===== src/rtl/timer_pkg.sv =====
// Shared definitions for the memory-mapped timer/compare peripheral:
// register word indices, CTRL bit positions and the bus FSM state type.
package timer_pkg;

   localparam logic [1:0] REG_CTRL     = 2'd0;
   localparam logic [1:0] REG_PRESCALE = 2'd1;
   localparam logic [1:0] REG_COUNT    = 2'd2;
   localparam logic [1:0] REG_COMPARE  = 2'd3;

   localparam int CTRL_EN       = 0;
   localparam int CTRL_IRQ_EN   = 1;
   localparam int CTRL_PENDING  = 2;
   localparam int CTRL_PERIODIC = 3;

   typedef enum logic [1:0] {
      IDLE   = 2'd0,
      ACCESS = 2'd1,
      DONE   = 2'd2
   } bus_state_e;

endpackage


===== src/rtl/timer_prescaler.sv =====
// Prescaler down-counter: emits a one-cycle tick when it reaches zero,
// then reloads. Held at the reload value while disabled.
module timer_prescaler #(
   parameter int PRESCALE_W = 16
) (
   input  logic                  i_clock,
   input  logic                  i_reset_n,
   input  logic                  i_enable,
   input  logic [PRESCALE_W-1:0] i_reload_value,
   input  logic                  i_reload,
   output logic                  o_tick
);

   logic [PRESCALE_W-1:0] cnt_q;
   logic [PRESCALE_W-1:0] cnt_d;

   always_comb begin
      cnt_d = cnt_q - 1'b1;
      if (!i_enable || i_reload || (cnt_q == '0)) begin
         cnt_d = i_reload_value;
      end
   end

   always_ff @(posedge i_clock or negedge i_reset_n) begin
      if (!i_reset_n) begin
         cnt_q <= '0;
      end else begin
         cnt_q <= cnt_d;
      end
   end

   assign o_tick = i_enable && (cnt_q == '0);

endmodule


===== src/rtl/timer.sv =====
// Memory-mapped 32-bit timer/compare peripheral with a request/ready bus
// responder, prescaled free-running counter and registered level interrupt.
//
//   state  | meaning
//   IDLE   | waiting for i_request
//   ACCESS | write commits / read data latched
//   DONE   | o_ready high until i_request falls
module timer
   import timer_pkg::*;
#(
   parameter int PRESCALE_W = 16
) (
   input  logic        i_clock,
   input  logic        i_reset_n,
   input  logic        i_request,
   input  logic        i_rw,
   input  logic [3:0]  i_address,
   input  logic [31:0] i_wdata,
   output logic [31:0] o_rdata,
   output logic        o_ready,
   output logic        o_interrupt
);

   bus_state_e state_q;
   logic [31:0] rdata_q;
   logic        ready_q;
   logic        irq_q;

   logic en_q, en_d;
   logic irq_en_q, irq_en_d;
   logic pending_q, pending_d;
   logic periodic_q, periodic_d;
   logic [PRESCALE_W-1:0] prescale_q, prescale_d;
   logic [31:0] count_q, count_d;
   logic [31:0] compare_q, compare_d;

   logic [1:0]  word;
   logic        wr_en, wr_ctrl, wr_prescale, wr_count, wr_compare;
   logic        tick, match;
   logic [PRESCALE_W-1:0] reload_value;
   logic [31:0] rd_val;
   logic        addr_unused;

   assign word        = i_address[3:2];
   assign addr_unused = ^i_address[1:0];

   assign wr_en       = (state_q == ACCESS) && i_rw;
   assign wr_ctrl     = wr_en && (word == REG_CTRL);
   assign wr_prescale = wr_en && (word == REG_PRESCALE);
   assign wr_count    = wr_en && (word == REG_COUNT);
   assign wr_compare  = wr_en && (word == REG_COMPARE);

   // Load the value being written so the new period starts immediately.
   assign reload_value = wr_prescale ? i_wdata[PRESCALE_W-1:0] : prescale_q;

   timer_prescaler #(
      .PRESCALE_W(PRESCALE_W)
   ) u_prescaler (
      .i_clock       (i_clock),
      .i_reset_n     (i_reset_n),
      .i_enable      (en_q),
      .i_reload_value(reload_value),
      .i_reload      (wr_prescale || wr_count),
      .o_tick        (tick)
   );

   assign match = tick && (count_q == compare_q);

   always_comb begin
      rd_val = '0;
      case (word)
         REG_CTRL: begin
            rd_val[CTRL_EN]       = en_q;
            rd_val[CTRL_IRQ_EN]   = irq_en_q;
            rd_val[CTRL_PENDING]  = pending_q;
            rd_val[CTRL_PERIODIC] = periodic_q;
         end
         REG_PRESCALE: rd_val[PRESCALE_W-1:0] = prescale_q;
         REG_COUNT:    rd_val = count_q;
         default:      rd_val = compare_q;
      endcase
   end

   always_comb begin
      en_d       = en_q;
      irq_en_d   = irq_en_q;
      pending_d  = pending_q;
      periodic_d = periodic_q;
      prescale_d = prescale_q;
      count_d    = count_q;
      compare_d  = compare_q;

      if (wr_ctrl) begin
         en_d       = i_wdata[CTRL_EN];
         irq_en_d   = i_wdata[CTRL_IRQ_EN];
         periodic_d = i_wdata[CTRL_PERIODIC];
         if (i_wdata[CTRL_PENDING]) begin
            pending_d = 1'b0;
         end
      end
      // A match beats a simultaneous write-1-to-clear.
      if (match) begin
         pending_d = 1'b1;
      end

      if (wr_prescale) begin
         prescale_d = i_wdata[PRESCALE_W-1:0];
      end
      if (wr_compare) begin
         compare_d = i_wdata;
      end

      if (wr_count) begin
         count_d = i_wdata;
      end else if (tick) begin
         count_d = (match && periodic_q) ? 32'd0 : count_q + 32'd1;
      end
   end

   always_ff @(posedge i_clock or negedge i_reset_n) begin
      if (!i_reset_n) begin
         en_q       <= 1'b0;
         irq_en_q   <= 1'b0;
         pending_q  <= 1'b0;
         periodic_q <= 1'b0;
         prescale_q <= '0;
         count_q    <= '0;
         compare_q  <= '0;
         irq_q      <= 1'b0;
      end else begin
         en_q       <= en_d;
         irq_en_q   <= irq_en_d;
         pending_q  <= pending_d;
         periodic_q <= periodic_d;
         prescale_q <= prescale_d;
         count_q    <= count_d;
         compare_q  <= compare_d;
         irq_q      <= pending_q && irq_en_q;
      end
   end

   always_ff @(posedge i_clock or negedge i_reset_n) begin
      if (!i_reset_n) begin
         state_q <= IDLE;
         rdata_q <= '0;
         ready_q <= 1'b0;
      end else begin
         case (state_q)
            IDLE: begin
               ready_q <= 1'b0;
               if (i_request) begin
                  state_q <= ACCESS;
               end
            end
            ACCESS: begin
               if (!i_rw) begin
                  rdata_q <= rd_val;
               end
               ready_q <= 1'b1;
               state_q <= DONE;
            end
            DONE: begin
               if (!i_request) begin
                  ready_q <= 1'b0;
                  state_q <= IDLE;
               end
            end
            default: begin
               ready_q <= 1'b0;
               state_q <= IDLE;
            end
         endcase
      end
   end

   assign o_rdata     = rdata_q;
   assign o_ready     = ready_q;
   assign o_interrupt = irq_q;

endmodule


===== config.mk =====
export PLATFORM = sky130hd
export DESIGN_NAME = timer
export DESIGN_NICKNAME = d
export VERILOG_FILES = /design/src/rtl/timer_pkg.sv /design/src/rtl/timer_prescaler.sv /design/src/rtl/timer.sv
export SDC_FILE = /design/constraint.sdc
export NUM_CORES = 1
export LEC_CHECK = 0
export BUFFER_PORTS_ARGS = -buffer_cell sky130_fd_sc_hd__clkbuf_2
export CORE_ASPECT_RATIO = 2
export CORE_MARGIN = 5
export CORE_UTILIZATION = 55
export CTS_BUF_LIST = sky130_fd_sc_hd__clkbuf_8
export DETAILED_ROUTE_END_ITERATION = 8
export GPL_TIMING_DRIVEN = 1
export PLACE_DENSITY = 0.78
export SLEW_MARGIN = 25
export SYNTH_ARGS = -nofsm -noshare
export SYNTH_HDL_FRONTEND = slang
export SYNTH_SLANG_ARGS = --single-unit

===== constraint.sdc =====
create_clock -name i_clock -period 2.45 [get_ports i_clock]
set_input_delay 0.245 -clock i_clock [delete_from_list [all_inputs] [get_ports i_clock]]
set_output_delay 0.245 -clock i_clock [all_outputs]
set_load 0.01 [all_outputs]

=== Word-level counts from Yosys, hierarchy flattened ===
Cells that the tools add are included.

* Output and inout bits: 34
* Logic and storage cells: 62
* Bits of input ports: 40
* Bits in registers: 136

* Bitwise gates (word level): 1
* Reduce and logical (&&, ||, !) cells: 23
* $add $sub $neg: 2
* Mux-type cells: 16
* Equality and inequality tests: 8

{| class="wikitable"
|+ Operator list
! cell !! number
|-
| 32-bit two-way mux || 3
|-
| 12-bit case mux with 3 select lines || 1
|-
| 32-bit by 1-bit adder with 32-bit output (second input constant) || 1
|-
| 32-bit == test || 1
|-
| 16-bit two-way mux || 2
|-
| 16-bit case mux with 2 select lines || 1
|-
| 16-bit zero test || 1
|-
| 16-bit by 1-bit subtractor with 16-bit output (second input constant) || 1
|-
| 4-bit case mux with 3 select lines || 1
|-
| 1-bit logical AND || 9
|-
| 2-bit == test (second input constant) || 3
|-
| 2-bit case mux with 3 select lines || 1
|-
| 2-bit AND reduction || 3
|-
| 2-bit nonzero test || 3
|-
| 2-bit by 1-bit == test with 1-bit output (second input constant) || 2
|-
| 2-bit zero test || 2
|-
| 1-bit two-way mux || 4
|-
| 2-bit two-way mux || 2
|-
| 2-bit != test (second input constant) || 2
|-
| 1-bit logical OR || 3
|-
| 1-bit case mux with 2 select lines || 1
|-
| 2-bit OR reduction || 1
|-
| 1-bit zero test || 1
|-
| 1-bit NOT || 1
|}

=== Depth between registers and ports, before layout ===
* Word-level depth: 7
* Mapped depth: 9
* Mapped depth without buffers: 8

=== By module ===
From an unflattened synthesis, not the netlist that was laid out.

* Cells, all modules: 696
* Area total of the unflattened synthesis: 7,395.8 um2

{| class="wikitable"
|+ By module, submodules not included
! module !! sequential area each (um2) !! area an instance (um2) !! times used !! cells an instance
|-
| timer || 3,002.9 || 6,412.4 || 1 || 604
|-
| timer_prescaler || 400.4 || 983.4 || 1 || 92
|}

=== Least setup slack after synthesis ===
OpenSTA, ideal clock, no wires.

* Path type: register to register
* From: register u_prescaler.cnt_q[11]
* To: register u_prescaler.cnt_q[10]
* Setup slack: 0.084 ns
* Stages on the path, launching flop included: 8
* Setup time: 0.125 ns
* Data required time: 2.325 ns
* Buffers on the path: 1
* Clock period less this slack: 2.366 ns
* Arrival time: 2.241 ns
* Cells stage by stage: dfrtp_1 > or4_4 > or3_4 > nor2_2 > nand2_1 > nand4_1 > buf_2 > mux2_2

* Cells in the longest elaborated chain, start to end: 3

{| class="wikitable"
|+ Ends and longest elaborated chain
! item !! RTL line !! source
|-
| start: declaration || timer_prescaler.sv:14 || <nowiki>logic [PRESCALE_W-1:0] cnt_q;</nowiki>
|-
| start signal: assignment || timer_prescaler.sv:28 || <nowiki>cnt_q <= cnt_d;</nowiki>
|-
| 16-bit zero test || timer_prescaler.sv:19 || <nowiki>if (!i_enable || i_reload || (cnt_q == '0)) begin</nowiki>
|-
| 1-bit logical OR || timer_prescaler.sv:19 ||
|-
| 16-bit two-way mux || timer_prescaler.sv:19 ||
|-
| named net u_prescaler.cnt_d[10] || timer_prescaler.sv:15 || <nowiki>logic [PRESCALE_W-1:0] cnt_d;</nowiki>
|}

The timed path passes the listed nets, and every way through them passes these cells.
A chain may end at the register's enable or synchronous reset.

=== Worst setup path after layout ===
* From: register u_prescaler.cnt_q[11]
* To: register count_q[22]

* Cells in the longest elaborated chain, start to end: 7
* Elaborated cells on any way between the ends: 8
* Those cells by class: 3 x mux; 5 x reduce/logical

{| class="wikitable"
|+ Ends and longest elaborated chain
! item !! RTL line !! source
|-
| 16-bit zero test (*) || timer_prescaler.sv:32 || <nowiki>assign o_tick = i_enable && (cnt_q == '0);</nowiki>
|-
| 1-bit logical AND (*) || timer_prescaler.sv:32 ||
|-
| 1-bit logical AND || timer.sv:67 || <nowiki>assign match = tick && (count_q == compare_q);</nowiki>
|-
| 1-bit logical AND || timer.sv:116 || <nowiki>count_d = (match && periodic_q) ? 32'd0 : count_q + 32'd1;</nowiki>
|-
| 32-bit two-way mux || timer.sv:116 ||
|-
| 32-bit two-way mux || timer.sv:115 || <nowiki>end else if (tick) begin</nowiki>
|-
| 32-bit two-way mux || timer.sv:113 || <nowiki>if (wr_count) begin</nowiki>
|-
| end signal: assignment || timer.sv:136 || <nowiki>count_q <= count_d;</nowiki>
|-
| end: declaration || timer.sv:34 || <nowiki>logic [31:0] count_q, count_d;</nowiki>
|}

Mark *: on every way between the ends. The rest lies on a longest branch, timed or not. The select of a mux whose other input is x is not followed.

==> flow_summary.yaml <==
yosys:
  ys_seq_area_share_pct: 48.0
  synth_seq_cells: 136
  yosys_warnings: 0
  avgSynthCellArea_um2: 10.7
  synth_edf_count: 0
  syn_inst: 660
  ys_types: 52
  synthArstFlopShare_pct: 100
  synth_flop_cell: "dfrtp_1"
  syn_nets: 703
  syn_area_mm2: 0.00709
clocking:
  cts_tree: "done"
  clk_latency_ns: 0.43
  clk_pin_slew_ns: 0.08
  cts.sinks: 136
  cts_max_path_buffers: 2
  cts_max_level: 4
  root_buffer: "clkbuf_8"
  cts_buffers: 17
critical_path:
  ff2ff_path_depth: 7
  required_ns: 2.80
  r2r-end: "count_q[22]$_DFFE_PN0P_"
  cp-end-kind: "flip-flop"
  start_kind: "flip-flop"
  arrival_ns: 2.81
  worst-path-max-fanout: 4
  worst-setup-path-type: "reg2reg"
  ff2ff_setup_slack_ns: -0.009
  regToRegStartpoint: "u_prescaler.cnt_q[11]$_DFF_PN0_"
grt:
  grt_overflow: 0
  grt_pass1_vias: 6100
  antenna_found_initial: 0
  grt_max_degree: 71
  grt_util_all_layers_pct: 24.9
  grt_pass1_wl_um: 30900
route:
  drt-total-wl_um: 18700
  vias: 5749
  wire_per_inst_um: 20.2
  drt-initial-drc-count: 412
  drc: 0
  ant_nets: 0
  dr.pass1.iters: 5
  viasPerCell: 6.22
sta:
  fin_setup_tns_ns: -0.0111
  rsz0062_at_grt: "true"
  fin_crit_ns: 2.46
  post-route-period-util_pct: 100
  layout_setup_ws_ns: -0.00852
  setup-violations-final: 2
  skew_ns: 0.00997
  slew_viol_final: 0
  fmax_ghz: 0.407
  tightest_slew_ns: 0.660
  maxSlewHeadroom_pct: 56.0
  hold_viol_final: 0
floorplanning:
  io-pin-count: 74
  row_count: 58
  floorplan.initialDensity_pct: 56.2
  die_h_um: 171
  dieArea_mm2: 0.0154
  die_w_um: 90.3
  design.core.area_mm2: 0.0126
placed_design:
  dp_hpwl_um: 13800
  routabilityCongestion: 0.933
  place_ws_ns: -0.0558
  io_buffers: 71
  post-place-cells: 886
cells_and_area:
  layout.cells.non_filler: 925
  syn_to_final_growth_pct: 18.9
  nets: 805
  final_cell_mix: "dfrtp_1, mux2_2, clkbuf_2"
  drive_above_1_share_pct: 33.4
  diodes: 0
  layout_commonest_cell: "dfrtp_1"
worst_hold_path:
  hold_path.class: "in2reg"
  min_to: "count_q[24]$_DFFE_PN0P_"
  holdCritStartpoint: "i_wdata[24]"
  whs_path_depth: 3
power_and_ir_drop:
  p_leak_nw: 3.74
  peakVddDrop_v: 0.000702
  p_per_area_mw_per_mm2: 1180
  fin_total_pwr_mw: 9.97
run_status:
  violations: "negative setup slack"
  outcome: "finished with violations"
run:
  cap_violations: 0
-- per-stage QoR --
stage / util (%) / instance area, µm² / hold WS, ns
after floorplan: - / 7090 / -0.0506
after global placement: 62.6 / 7910 / 0.285
after detailed placement: 62.6 / 7910 / 0.302
after CTS: 66.4 / 8380 / 0.0226
after global routing: 66.8 / 8430 / 0.0300
final: 66.8 / 8430 / 0.0358
-- cell families (layout without fill, tap and decap cells) --
| logic type | count (synthesis) | after routing | synth area share [%] |
|---|---|---|---|
| simple gates | 208 | 208 | 15.0 |
| xor+xnor | 50 | 50 | 6.17 |
| compound gates | 115 | 115 | 11.1 |
| fa+ha+maj | 3 | 3 | 0.529 |
| buf+inv | 45 | 160 | 2.52 |
| flops | 136 | 136 | 48.0 |
| mux | 103 | 103 | 16.7 |
-- flip-flops by register name, summed over array words and instances, names as in the netlist --
signal and cells:
compare_q 32, count_q 32, en_q 1, irq_en_q 1
o_interrupt 1, o_rdata 32, o_ready 1, pending_q 1
periodic_q 1, prescale_q 16, state_q 2, u_prescaler.cnt_q 16
-- repair_timing --
item | CTS | global route
resized for setup | 3 | 9
hold buffers | 1 | 0
buffers inserted | 4 | 2
endpoints found under the setup margin | 9 | 20
pin swaps | 0 | 8
hold endpoints to repair | 67 | 0
-- how the worst max path moves through the flow --
| stage | start | end | slack [ns] |
|---|---|---|---|
| after floorplan | u_prescaler.cnt_q[11]$_DFF_PN0_ | u_prescaler.cnt_q[10]$_DFF_PN0_ | 0.08 |
| after global placement | u_prescaler.cnt_q[11]$_DFF_PN0_ | count_q[26]$_DFFE_PN0P_ | 0.01 |
| after detailed placement | u_prescaler.cnt_q[11]$_DFF_PN0_ | count_q[23]$_DFFE_PN0P_ | -0.06 |
| after CTS | u_prescaler.cnt_q[11]$_DFF_PN0_ | count_q[22]$_DFFE_PN0P_ | -0.002 |
| after global routing | u_prescaler.cnt_q[11]$_DFF_PN0_ | count_q[19]$_DFFE_PN0P_ | -0.11 |
| final | u_prescaler.cnt_q[11]$_DFF_PN0_ | count_q[22]$_DFFE_PN0P_ | -0.009 |
-- where the power goes --
group | internal [mW] | total [mW] | switching (mW)
Sequential | 3.26 | 4.19 | 0.929
Combinational | 2.02 | 3.83 | 1.81
Clock | 1.04 | 1.94 | 0.902
Total | 6.32 | 9.97 | 3.65
-- layout make-up --
| cell class | instances | area [µm²] |
|---|---|---|
| Fill cell | 1002 | 4190 |
| Sequential cell | 136 | 3400 |
| Timing Repair Buffer | 124 | 841 |
| Tap cell | 150 | 188 |
| Multi-Input combinational cell | 479 | 3570 |
| Clock buffer | 18 | 248 |
| Clock inverter | 14 | 173 |
| Inverter | 4 | 15.0 |
-- cells in the mapped netlist, types with 10 or more instances --
library cell  instances  area share (%)
dfrtp_1             136              48
mux2_2               83              13
nand2_1              59             3.1
nor2_1               42             2.2
clkbuf_1             35             1.9
xnor2_1              34             4.2
o21ai_0              27             1.9
nand4_1              20             1.8
a22o_1               16             2.0
mux2i_1              16             2.3
xor2_1               16             2.0
nor3_1               15             1.1
a21oi_1              13            0.92
nand3_1              13            0.92
a22oi_1              12             1.3
a31oi_1              12             1.1
nor4_1               11            0.97
a32oi_1              10             1.2
-- critical path: stages (launching register included) --
cell and delay [ns]:
dfrtp_1 0.40, or4_4 0.55, or3_4 0.37, nor2_4 0.11, nand3_2 0.09, nand2b_4 0.18, or4_1 0.50, a31oi_1 0.18
-- per-layer routing --
layer  vias up  wire length, µm  GRT usage (%)
met3        59              815           3.96
met4         0              964           14.3
met1      2869             6620           26.9
li1       2628                -              -
met5         -                0              0
met2       193            10300           45.7
(Power assumes the default switching activity.)
